<file path="src/rtl/shift_serializer_pkg.sv">
// Shared types and constants for the shift_serializer PISO transmitter.
// State encoding, default frame width and bit-counter width helper.
package shift_serializer_pkg;

  localparam int unsigned DEFAULT_WIDTH = 4;

  typedef enum logic [1:0] {
    ST_IDLE   = 2'd0,
    ST_SHIFT  = 2'd1,
    ST_PARITY = 2'd2
  } state_t;

  // Counter must be at least one bit wide even for the smallest legal frame.
  function automatic int unsigned cnt_width(input int unsigned w);
    return (w <= 2) ? 1 : $clog2(w);
  endfunction

endpackage

</file>
<file path="src/rtl/shift_serializer_if.sv">
// Load handshake and serial frame signals of the shift_serializer.
// slave = serializer side, master = word producer / frame observer.
interface shift_serializer_if import shift_serializer_pkg::*; #(
  parameter int unsigned WIDTH = DEFAULT_WIDTH
);
  logic [WIDTH-1:0] load_data;
  logic             load_valid;
  logic             load_ready;
  logic             shift_out;
  logic             shift_valid;
  logic             frame_last;

  modport master (
    output load_data, load_valid,
    input  load_ready, shift_out, shift_valid, frame_last
  );

  modport slave (
    input  load_data, load_valid,
    output load_ready, shift_out, shift_valid, frame_last
  );
endinterface

</file>
<file path="src/rtl/serializer_bit_counter.sv">
// Index of the data bit currently on shift_out; cleared on accept,
// advanced while shifting, saturates at WIDTH-1 with a terminal flag.
module serializer_bit_counter import shift_serializer_pkg::*; #(
  parameter int unsigned WIDTH = DEFAULT_WIDTH,
  localparam int unsigned CW   = cnt_width(WIDTH)
) (
  input  logic          CLK,
  input  logic          Reset,
  input  logic          clear,
  input  logic          advance,
  output logic [CW-1:0] count,
  output logic          terminal
);

  localparam logic [CW-1:0] LAST_CNT = CW'(WIDTH - 1);

  assign terminal = (count == LAST_CNT);

  always_ff @(posedge CLK or negedge Reset) begin
    if (!Reset) begin
      count <= '0;
    end else if (clear) begin
      count <= '0;
    end else if (advance && !terminal) begin
      count <= count + CW'(1);
    end
  end

endmodule

</file>
<file path="src/rtl/shift_serializer.sv">
// Parallel-in/serial-out transmitter with valid/ready load and frame markers.
// Define SERIALIZER_PARITY_EN to append an even-parity bit to every frame.
module shift_serializer import shift_serializer_pkg::*; #(
  parameter int unsigned WIDTH     = DEFAULT_WIDTH,
  parameter bit          MSB_FIRST = 1'b0
) (
  input  logic              CLK,
  input  logic              Reset,
  shift_serializer_if.slave bus
);

  localparam int unsigned   CW        = cnt_width(WIDTH);
  localparam logic [CW-1:0] LAST_CNT  = CW'(WIDTH - 1);
  localparam logic [CW-1:0] FIRST_IDX = MSB_FIRST ? LAST_CNT : '0;
`ifdef SERIALIZER_PARITY_EN
  localparam bit PARITY_EN = 1'b1;
`else
  localparam bit PARITY_EN = 1'b0;
`endif

  state_t           state;
  logic [WIDTH-1:0] data;
  logic [CW-1:0]    count;
  logic [CW-1:0]    next_count;
  logic [CW-1:0]    next_idx;
  logic             terminal;
  logic             ready;
  logic             accept;
  logic             shift_out_q;
  logic             shift_valid_q;
  logic             frame_last_q;

`ifdef SERIALIZER_PARITY_EN
  assign ready = (state == ST_IDLE) || (state == ST_PARITY);
`else
  assign ready = (state == ST_IDLE) || ((state == ST_SHIFT) && terminal);
`endif

  assign accept     = bus.load_valid && ready;
  assign next_count = count + CW'(1);
  assign next_idx   = MSB_FIRST ? (LAST_CNT - next_count) : next_count;

  serializer_bit_counter #(.WIDTH(WIDTH)) u_counter (
    .CLK      (CLK),
    .Reset    (Reset),
    .clear    (accept),
    .advance  (state == ST_SHIFT),
    .count    (count),
    .terminal (terminal)
  );

  // Accept has priority: on the last bit it restarts the frame with no gap.
  always_ff @(posedge CLK or negedge Reset) begin
    if (!Reset) begin
      state         <= ST_IDLE;
      data          <= '0;
      shift_out_q   <= 1'b0;
      shift_valid_q <= 1'b0;
      frame_last_q  <= 1'b0;
    end else if (accept) begin
      state         <= ST_SHIFT;
      data          <= bus.load_data;
      shift_out_q   <= bus.load_data[FIRST_IDX];
      shift_valid_q <= 1'b1;
      frame_last_q  <= 1'b0;
    end else begin
      case (state)
        ST_SHIFT: begin
          if (!terminal) begin
            shift_out_q   <= data[next_idx];
            shift_valid_q <= 1'b1;
            frame_last_q  <= !PARITY_EN && (next_count == LAST_CNT);
          end else begin
`ifdef SERIALIZER_PARITY_EN
            state         <= ST_PARITY;
            shift_out_q   <= ^data;
            shift_valid_q <= 1'b1;
            frame_last_q  <= 1'b1;
`else
            state         <= ST_IDLE;
            shift_out_q   <= 1'b0;
            shift_valid_q <= 1'b0;
            frame_last_q  <= 1'b0;
`endif
          end
        end
        default: begin
          state         <= ST_IDLE;
          shift_out_q   <= 1'b0;
          shift_valid_q <= 1'b0;
          frame_last_q  <= 1'b0;
        end
      endcase
    end
  end

  assign bus.load_ready  = ready;
  assign bus.shift_out   = shift_out_q;
  assign bus.shift_valid = shift_valid_q;
  assign bus.frame_last  = frame_last_q;

endmodule

</file>
<file path="src/flat_wrapper.sv">
// flat-port wrapper written by rule: the top's interface ports become plain ports
module shift_serializer_flat import shift_serializer_pkg::*;
#(
  parameter int unsigned WIDTH     = DEFAULT_WIDTH,
  parameter bit          MSB_FIRST = 1'b0
)
  (CLK, Reset, bus_load_data, bus_load_valid, bus_load_ready, bus_shift_out, bus_shift_valid, bus_frame_last);
  shift_serializer_if #(.WIDTH(WIDTH)) bus_i ();
  input  logic CLK;
  input  logic Reset;
  input wire logic [$bits(bus_i.load_data)-1:0] bus_load_data;
  input wire logic [$bits(bus_i.load_valid)-1:0] bus_load_valid;
  output wire logic [$bits(bus_i.load_ready)-1:0] bus_load_ready;
  output wire logic [$bits(bus_i.shift_out)-1:0] bus_shift_out;
  output wire logic [$bits(bus_i.shift_valid)-1:0] bus_shift_valid;
  output wire logic [$bits(bus_i.frame_last)-1:0] bus_frame_last;
  assign bus_i.load_data = bus_load_data;
  assign bus_i.load_valid = bus_load_valid;
  assign bus_load_ready = bus_i.load_ready;
  assign bus_shift_out = bus_i.shift_out;
  assign bus_shift_valid = bus_i.shift_valid;
  assign bus_frame_last = bus_i.frame_last;
  shift_serializer #(.WIDTH(WIDTH), .MSB_FIRST(MSB_FIRST)) u_core (.CLK(CLK), .Reset(Reset), .bus(bus_i));
endmodule
</file>
<file path="config.mk">
export PLATFORM = sky130hd
export DESIGN_NAME = shift_serializer_flat
export DESIGN_NICKNAME = d
export VERILOG_FILES = /design/src/rtl/shift_serializer_pkg.sv /design/src/rtl/shift_serializer_if.sv /design/src/rtl/serializer_bit_counter.sv /design/src/rtl/shift_serializer.sv /design/src/flat_wrapper.sv
export SDC_FILE = /design/constraint.sdc
export NUM_CORES = 1
export LEC_CHECK = 0
export BUFFER_PORTS_ARGS = -buffer_cell sky130_fd_sc_hd__buf_2
export CORE_AREA = 2 2 39 41
export CTS_BUF_LIST = sky130_fd_sc_hd__clkbuf_4 sky130_fd_sc_hd__clkbuf_8
export DETAILED_ROUTE_END_ITERATION = 10
export DIE_AREA = 0 0 41 43
export SYNTH_ARGS = -nofsm -noshare
export SYNTH_HDL_FRONTEND = slang
export SYNTH_SLANG_ARGS = --single-unit
</file>
<file path="constraint.sdc">
create_clock -name CLK -period 2.1 [get_ports CLK]
set_clock_uncertainty 0.1 [all_clocks]
set_input_delay 0.105 -clock CLK [delete_from_list [all_inputs] [get_ports CLK]]
set_output_delay 0.105 -clock CLK [all_outputs]
set_load 0.05 [all_outputs]
</file>
==> metrics.txt, run 1 <==
M2 GR Usage=13.8%; Post-Synth Simple-Gate Area=11.2%; sequential-to-total area share from yosys stat=57.3%; post-synthesis net count=39; number of cells in the design after placement=55; crit-path leading delay family=flip-flops; Worst Min Path Start=bus_load_valid; CP cell instances=ha_1 > nand2b_1 > buf_2; largest stage delay on the critical path=0.43 ns; die span in y=43 um; final critical-path share of the clock period=81.5%; Min Clock Period, post-route=1.71 ns; Routed WL per cell=10.8 um; via total after detailed routing=275; actual transition at the worst max-transition pin=0.366 ns; number of filler instances in the final layout=145; global placer's final weighted congestion=0.736; most frequent cells in the layout=sky130_fd_sc_hd__buf_2 (10), sky130_fd_sc_hd__dfrtp_1 (10), sky130_fd_sc_hd__dlygate4sd3_1 (4); antenna-violating nets left=0; pin count of the biggest net entering global routing=11; startpoint of the worst register-to-register path=u_core.u_counter.count[0]$_DFFE_PN0P_; adder and majority cell fraction of the synthesized area=5.73%; Layout Cell Area excl Fill=562 sq um; Data required, critical path=1.89 ns; Sequential cell area=250 sq um; CTS Hold Bufs=4; TritonCTS clock tree=yes; type of the tightest min-delay check=in -> reg; overall overflow remaining after global route=0; standard-cell rows=14; result of the run=finished, final reports clean; PwrDens=1590 nW/um^2; upper clock frequency limit=584 MHz; number of buffer and inverter stages on the critical path=1; overall fraction of global-route tracks in use=10.1%; Slew Viols, Final=0; worst-path cell with the longest stage delay=sky130_fd_sc_hd__dfrtp_1; XOR/XNOR Fraction of Synth Area=0%; router iterations before antenna repair=4; multiplexer share of the synthesized area=17.8%; multi-input combinational cell area=171 sq um; master cell of the clock root buffer=sky130_fd_sc_hd__clkbuf_4; fraction of final layout cells with drive strength greater than 1=41.3%; post-synthesis instance area=437 sq um; number of global-route vias before repair=278; Finished Layout Cells=62; dominant combinational cell family by area after synthesis=multiplexers; initial core utilization=31.6%; WP data arrival=1.51 ns; area of placed instances=499 sq um; # resized after CTS=0; met3 Use GR=3.14%; number of antenna diodes=0; number of sinks handled by clock tree synthesis=10; number of design-rule violations left by the first detailed-router iteration=4; Net count, final=57; global routing met1 resource utilization=12.5%; routed vias/inst=4.44; Compound-Gate Fraction of Synth Area=4.58%; initial antenna violation count=0; count of different cell masters after synthesis=15; post-synthesis area per instance=14.6 sq um; worst-case vdd ir drop=520 uV; element type at the critical path end=output port; Max-cap violations=0; total length of routed wires=672 um; Yosys reg bits=10; Synthesis Warnings=0; Max-Slew Margin vs Limit=75.6%; Clock Path Buffers=2; total I/O pin count=11; Die Span X=41 um; Worst Path Class, Setup=reg -> out; Reg clk slew, reported paths=0.06 ns; Worst R2R Path Depth=4; H-tree level count=1; remaining routing DRC violations=0; area growth from synthesis to layout=28.7%; Min-Delay Path Depth=2; setup TNS=0 ns; Min-Delay Endpoint=u_core.state[0]$_DFFE_PN0P_; Worst R2R Setup Slack=0.46 ns; Die Footprint=1760 sq um; crit path launch type=register; setup bufs post-CTS=0; IO Port Bufs=10; final setup fails=0; worst reg2reg path endpoint=u_core.data[2]$_DFFE_PN0P_; first-pass GRT wire length=1.15 mm; placeable core area=1380 sq um; largest driver fanout on the critical path=9; most heavily used metal layer in global routing=met2; clock buffer count from CTS=3; gate count of the mapped netlist=30; Leak Pwr=0.000286 uW; final hold vios=0; unrepaired setup endpoints after global routing=no; insertion delay of the later-clocked pin in the worst-skew pair=0.25 ns; total half-perimeter wirelength after legalization and detailed placement=524 um
[per-layer routing]
metal	share of wire (%)	wire length, um
met3	7.0	47
met2	46	312
met5	0	0
met1	46	312
met4	0	0
[final cells by class]
type | instances | share of cell area (%)
tap | 16 | 3.56
multi-input combinational | 17 | 30.5
sequential | 10 | 44.5
timing repair buffer | 14 | 16.0
inverter | 2 | 1.34
clock buffer | 3 | 4.01
[Yosys cell counts]
master | instances | area [sq um]
sky130_fd_sc_hd__dfrtp_1 | 10 | 250
sky130_fd_sc_hd__mux2_4 | 3 | 45.0
sky130_fd_sc_hd__nand2b_1 | 3 | 18.8
sky130_fd_sc_hd__ha_1 | 2 | 25.0
sky130_fd_sc_hd__inv_1 | 2 | 7.51
sky130_fd_sc_hd__a21bo_2 | 1 | 10.0
sky130_fd_sc_hd__and3_1 | 1 | 6.26
sky130_fd_sc_hd__buf_4 | 1 | 7.51
sky130_fd_sc_hd__mux2i_1 | 1 | 10.0
sky130_fd_sc_hd__mux4_2 | 1 | 22.5
sky130_fd_sc_hd__nand2_4 | 1 | 11.3
sky130_fd_sc_hd__nand3_1 | 1 | 5.00
sky130_fd_sc_hd__nand3b_1 | 1 | 7.51
sky130_fd_sc_hd__o21ai_0 | 1 | 5.00
sky130_fd_sc_hd__o21ai_1 | 1 | 5.00
[cell families (layout without fill, tap and decap cells)]
family	after synthesis	in the layout
compound gates	3	3
buf+inv	3	19
fa+ha+maj	2	2
simple gates	7	7
flops	10	10
mux	5	5
[registers in the layout, indices dropped and copies added (netlist names)]
| signal | count |
|---|---|
| u_core.state | 1 |
| u_core.data | 4 |
| u_core.bus.shift_out | 1 |
| u_core.bus.shift_valid | 1 |
| u_core.bus.frame_last | 1 |
| u_core.u_counter.count | 2 |
[worst max path at each step]
stage	start	to	slack (ns)	depth (start not counted)
3_5_place_dp	u_core.u_counter.count[0]$_DFFE_PN0P_	u_core.data[2]$_DFFE_PN0P_	0.46	4
4_1_cts	u_core.u_counter.count[0]$_DFFE_PN0P_	bus_load_ready	0.37	3
3_3_place_gp	u_core.u_counter.count[0]$_DFFE_PN0P_	u_core.data[3]$_DFFE_PN0P_	0.49	4
2_1_floorplan	u_core.u_counter.count[0]$_DFFE_PN0P_	u_core.data[1]$_DFFE_PN0P_	0.54	5
5_1_grt	u_core.u_counter.count[0]$_DFFE_PN0P_	bus_load_ready	0.29	3
6_report	u_core.u_counter.count[0]$_DFFE_PN0P_	bus_load_ready	0.39	3
[through the flow]
stage | total power, uW | util (%) | worst slack [ns] | hold WS, ns
6_report | 894 | 40.6 | 0.388 | 0.0251
5_1_grt | 953 | 40.6 | 0.293 | 0.0310
3_3_place_gp | 771 | 36.1 | 0.491 | -0.124
4_1_cts | 907 | 40.6 | 0.370 | 0.0186
3_5_place_dp | 773 | 36.1 | 0.457 | -0.124
2_1_floorplan | 701 | - | 0.542 | -0.291
[worst reg2reg max path, cell delays in order, from the launching register on]
cell and delay (ns):
sky130_fd_sc_hd__dfrtp_1 0.43, sky130_fd_sc_hd__ha_1 0.21, sky130_fd_sc_hd__nand2b_1 0.29, sky130_fd_sc_hd__nand2_4 0.19, sky130_fd_sc_hd__mux2_4 0.30
[report_power, final]
part           leakage, uW  switching, uW  internal [uW]
sequential        0.000117           53.2            284
clock            0.0000138           57.9           65.8
combinational     0.000155            251            182
total             0.000286            362            532
Note: power is estimated with default switching activity, not from simulation.
==> run 2: changes to the inputs <==
clock period = 1.5 ns   (was 2.1 ns; I/O delays follow)
==> metrics.txt, run 2 (synthesis gave the netlist of run 1 again) <==
result of the run=finished, final reports clean (unchanged); Final Core Density=45.8% (was 40.6%); routed vias/inst=4.45 (was 4.44); number of flip-flops under the largest register name=4 (unchanged); Min Clock Period, post-route=1.44 ns; Net count, final=62 (was 57); TritonCTS clock tree=yes (unchanged); first-pass GRT wire length=1.44 mm (was 1.15 mm); Routed WL per cell=12.1 um (was 10.8 um); IO Port Bufs=10 (unchanged); fraction of final layout cells with drive strength greater than 1=52.9% (was 41.3%); worst-case vdd ir drop=1010 uV (was 520 uV); die span in y=43 um (unchanged); insertion delay of the later-clocked pin in the worst-skew pair=0.26 ns (was 0.25 ns); clock buffer count from CTS=3 (unchanged); Clock power frac=12.6% (was 13.8%); number of cells in the design after placement=57 (was 55); via total after detailed routing=298 (was 275); Reg clk slew, reported paths=0.06 ns (about the same); master cell of the clock root buffer=sky130_fd_sc_hd__clkbuf_4 (unchanged); Data required, critical path=1.32 ns (was 1.89 ns); total I/O pin count=11 (unchanged); leading registers by flop count=u_core.data (4), u_core.u_counter.count (2) (unchanged); Layout Cell Area excl Fill=634 sq um (was 562 sq um); Max-Slew Margin vs Limit=83.6% (was 75.6%); Reg with most FFs=u_core.data (unchanged); final setup fails=0 (unchanged); router iterations before antenna repair=4 (unchanged); Leak Pwr=0.000312 uW (was 0.000286 uW); leading cell type in the layout, fill and taps excluded=sky130_fd_sc_hd__dfrtp_1; overall overflow remaining after global route=0 (unchanged); initial core utilization=31.6% (unchanged); total half-perimeter wirelength after legalization and detailed placement=526 um (was 524 um); initial antenna violation count=0 (unchanged); multi-input combinational cell area=194 sq um (was 171 sq um); number of global-route vias before repair=327 (was 278); remaining routing DRC violations=0 (unchanged); final hold vios=0 (unchanged); number of filler instances in the final layout=125 (was 145); placeable core area=1380 sq um (unchanged); crit path launch type=register (unchanged); upper clock frequency limit=694 MHz; overall fraction of global-route tracks in use=12.9% (was 10.1%); combinational power share=56.0% (was 48.4%); element type at the critical path end=output port (unchanged); H-tree level count=1 (unchanged); Clock Path Buffers=2 (unchanged); unrepaired setup endpoints after global routing=no (unchanged); share of total power in sequential cells=31.4% (was 37.8%); most frequent cells in the layout=sky130_fd_sc_hd__dfrtp_1 (10), sky130_fd_sc_hd__buf_2 (9), sky130_fd_sc_hd__dlygate4sd3_1 (5) (was sky130_fd_sc_hd__buf_2 (10), sky130_fd_sc_hd__dfrtp_1 (10), sky130_fd_sc_hd__dlygate4sd3_1 (4)); area growth from synthesis to layout=45.3% (was 28.7%); Sequential cell area=250 sq um (unchanged); Max-cap violations=0 (unchanged); area of placed instances=517 sq um (was 499 sq um); setup TNS=0 ns (unchanged); antenna-violating nets left=0 (unchanged); final critical-path share of the clock period=96.0%; Slew Viols, Final=0 (unchanged); number of sinks handled by clock tree synthesis=10 (unchanged); share of total power consumed by net switching=39.4% (was 40.5%); Worst Path Class, Setup=reg -> out (unchanged); total power of the final layout=1460 uW (was 894 uW); Die Span X=41 um (unchanged); total length of routed wires=814 um (was 672 um); standard-cell rows=14 (unchanged); pin count of the biggest net entering global routing=11 (unchanged); Die Footprint=1760 sq um (unchanged); WP data arrival=1.27 ns (was 1.51 ns); switching power=575 uW (was 362 uW); number of antenna diodes=0 (unchanged); PwrDens=2300 nW/um^2 (was 1590 nW/um^2); largest driver fanout on the critical path=6 (was 9); global placer's final weighted congestion=0.752 (was 0.736); internal power=885 uW (was 532 uW); type of the tightest min-delay check=in -> reg (unchanged); Finished Layout Cells=67 (was 62); number of design-rule violations left by the first detailed-router iteration=8 (was 4); actual transition at the worst max-transition pin=0.248 ns (was 0.366 ns)
## run 2: cell types whose count changed in the layout (fill, tap and decap cells not counted)
cell                            change
sky130_fd_sc_hd__buf_2              -1
sky130_fd_sc_hd__buf_4              +3
sky130_fd_sc_hd__buf_6              +2
sky130_fd_sc_hd__dlygate4sd3_1      +1
sky130_fd_sc_hd__ha_1               -2
sky130_fd_sc_hd__ha_2               +1
sky130_fd_sc_hd__ha_4               +1
sky130_fd_sc_hd__inv_1              -1
sky130_fd_sc_hd__inv_2              +1
sky130_fd_sc_hd__nand2b_1           -1
sky130_fd_sc_hd__nand2b_4           +1
## run 2: through the flow
stage	hold WS, ns	worst slack (ns)
2_1_floorplan	-0.321	0.000768
3_3_place_gp	-0.153	0.0885
3_5_place_dp	-0.153	0.0760
4_1_cts	0.00228	0.0343
5_1_grt	0.0270	0.0118
6_report	0.00557	0.0597
## run 2: worst max-delay path, cell delays in order (launching register included)
cell	delay, ns
sky130_fd_sc_hd__dfrtp_1	0.38
sky130_fd_sc_hd__ha_2	0.18
sky130_fd_sc_hd__nand2b_4	0.16
sky130_fd_sc_hd__buf_6	0.14
sky130_fd_sc_hd__buf_6	0.14
## run 2: area by class of cell
class / instances / share of cell area [%]
clock buffer: 3 / 3.55
inverter: 2 / 1.18
multi-input combinational: 17 / 30.6
sequential: 10 / 39.4
tap: 16 / 3.16
timing repair buffer: 19 / 22.1
## run 2: final timing paths
kind / from / end / slack, ns / depth (start not counted)
setup / recovery: u_core.u_counter.count[0]$_DFFE_PN0P_ / bus_load_ready / 0.06 / 4
hold / removal: bus_load_data[0] / u_core.bus.shift_out$_DFF_PN0_ / 0.006 / 3
setup reg to reg: u_core.u_counter.count[1]$_DFFE_PN0P_ / u_core.bus.shift_out$_DFF_PN0_ / 0.09 / 5
hold reg to reg: u_core.data[0]$_DFFE_PN0P_ / u_core.data[0]$_DFFE_PN0P_ / 0.39 / 1
max in group asynchronous: Reset / u_core.u_counter.count[1]$_DFFE_PN0P_ / 1.02 / 2
min in group asynchronous: Reset / u_core.bus.shift_out$_DFF_PN0_ / 0.09 / 2
## run 2: timing repair
| action | in CTS | in global routing |
|---|---|---|
| endpoints found under the hold margin | 14 | 0 |
| gates resized for setup | 4 | 3 |
| hold buffers | 5 | 0 |
| pin swaps | 0 | 0 |
| setup endpoints to repair | 1 | 2 |
| buffers inserted | 2 | 0 |
## run 2: layer usage
metal / GRT usage, % / part of all wire (%)
met1: 16.1 / 47
met2: 17.2 / 44
met3: 4.71 / 6.4
met4: 10.0 / 2.1
met5: 0 / 0
## run 2: power by group through the flow
stage	clock, uW	sequential, uW	combinational, uW
4_1_cts	188	457	769
5_1_grt	205	474	894
3_5_place_dp	0	465	666
6_report	184	458	818
2_1_floorplan	0	579	416
3_3_place_gp	0	466	657
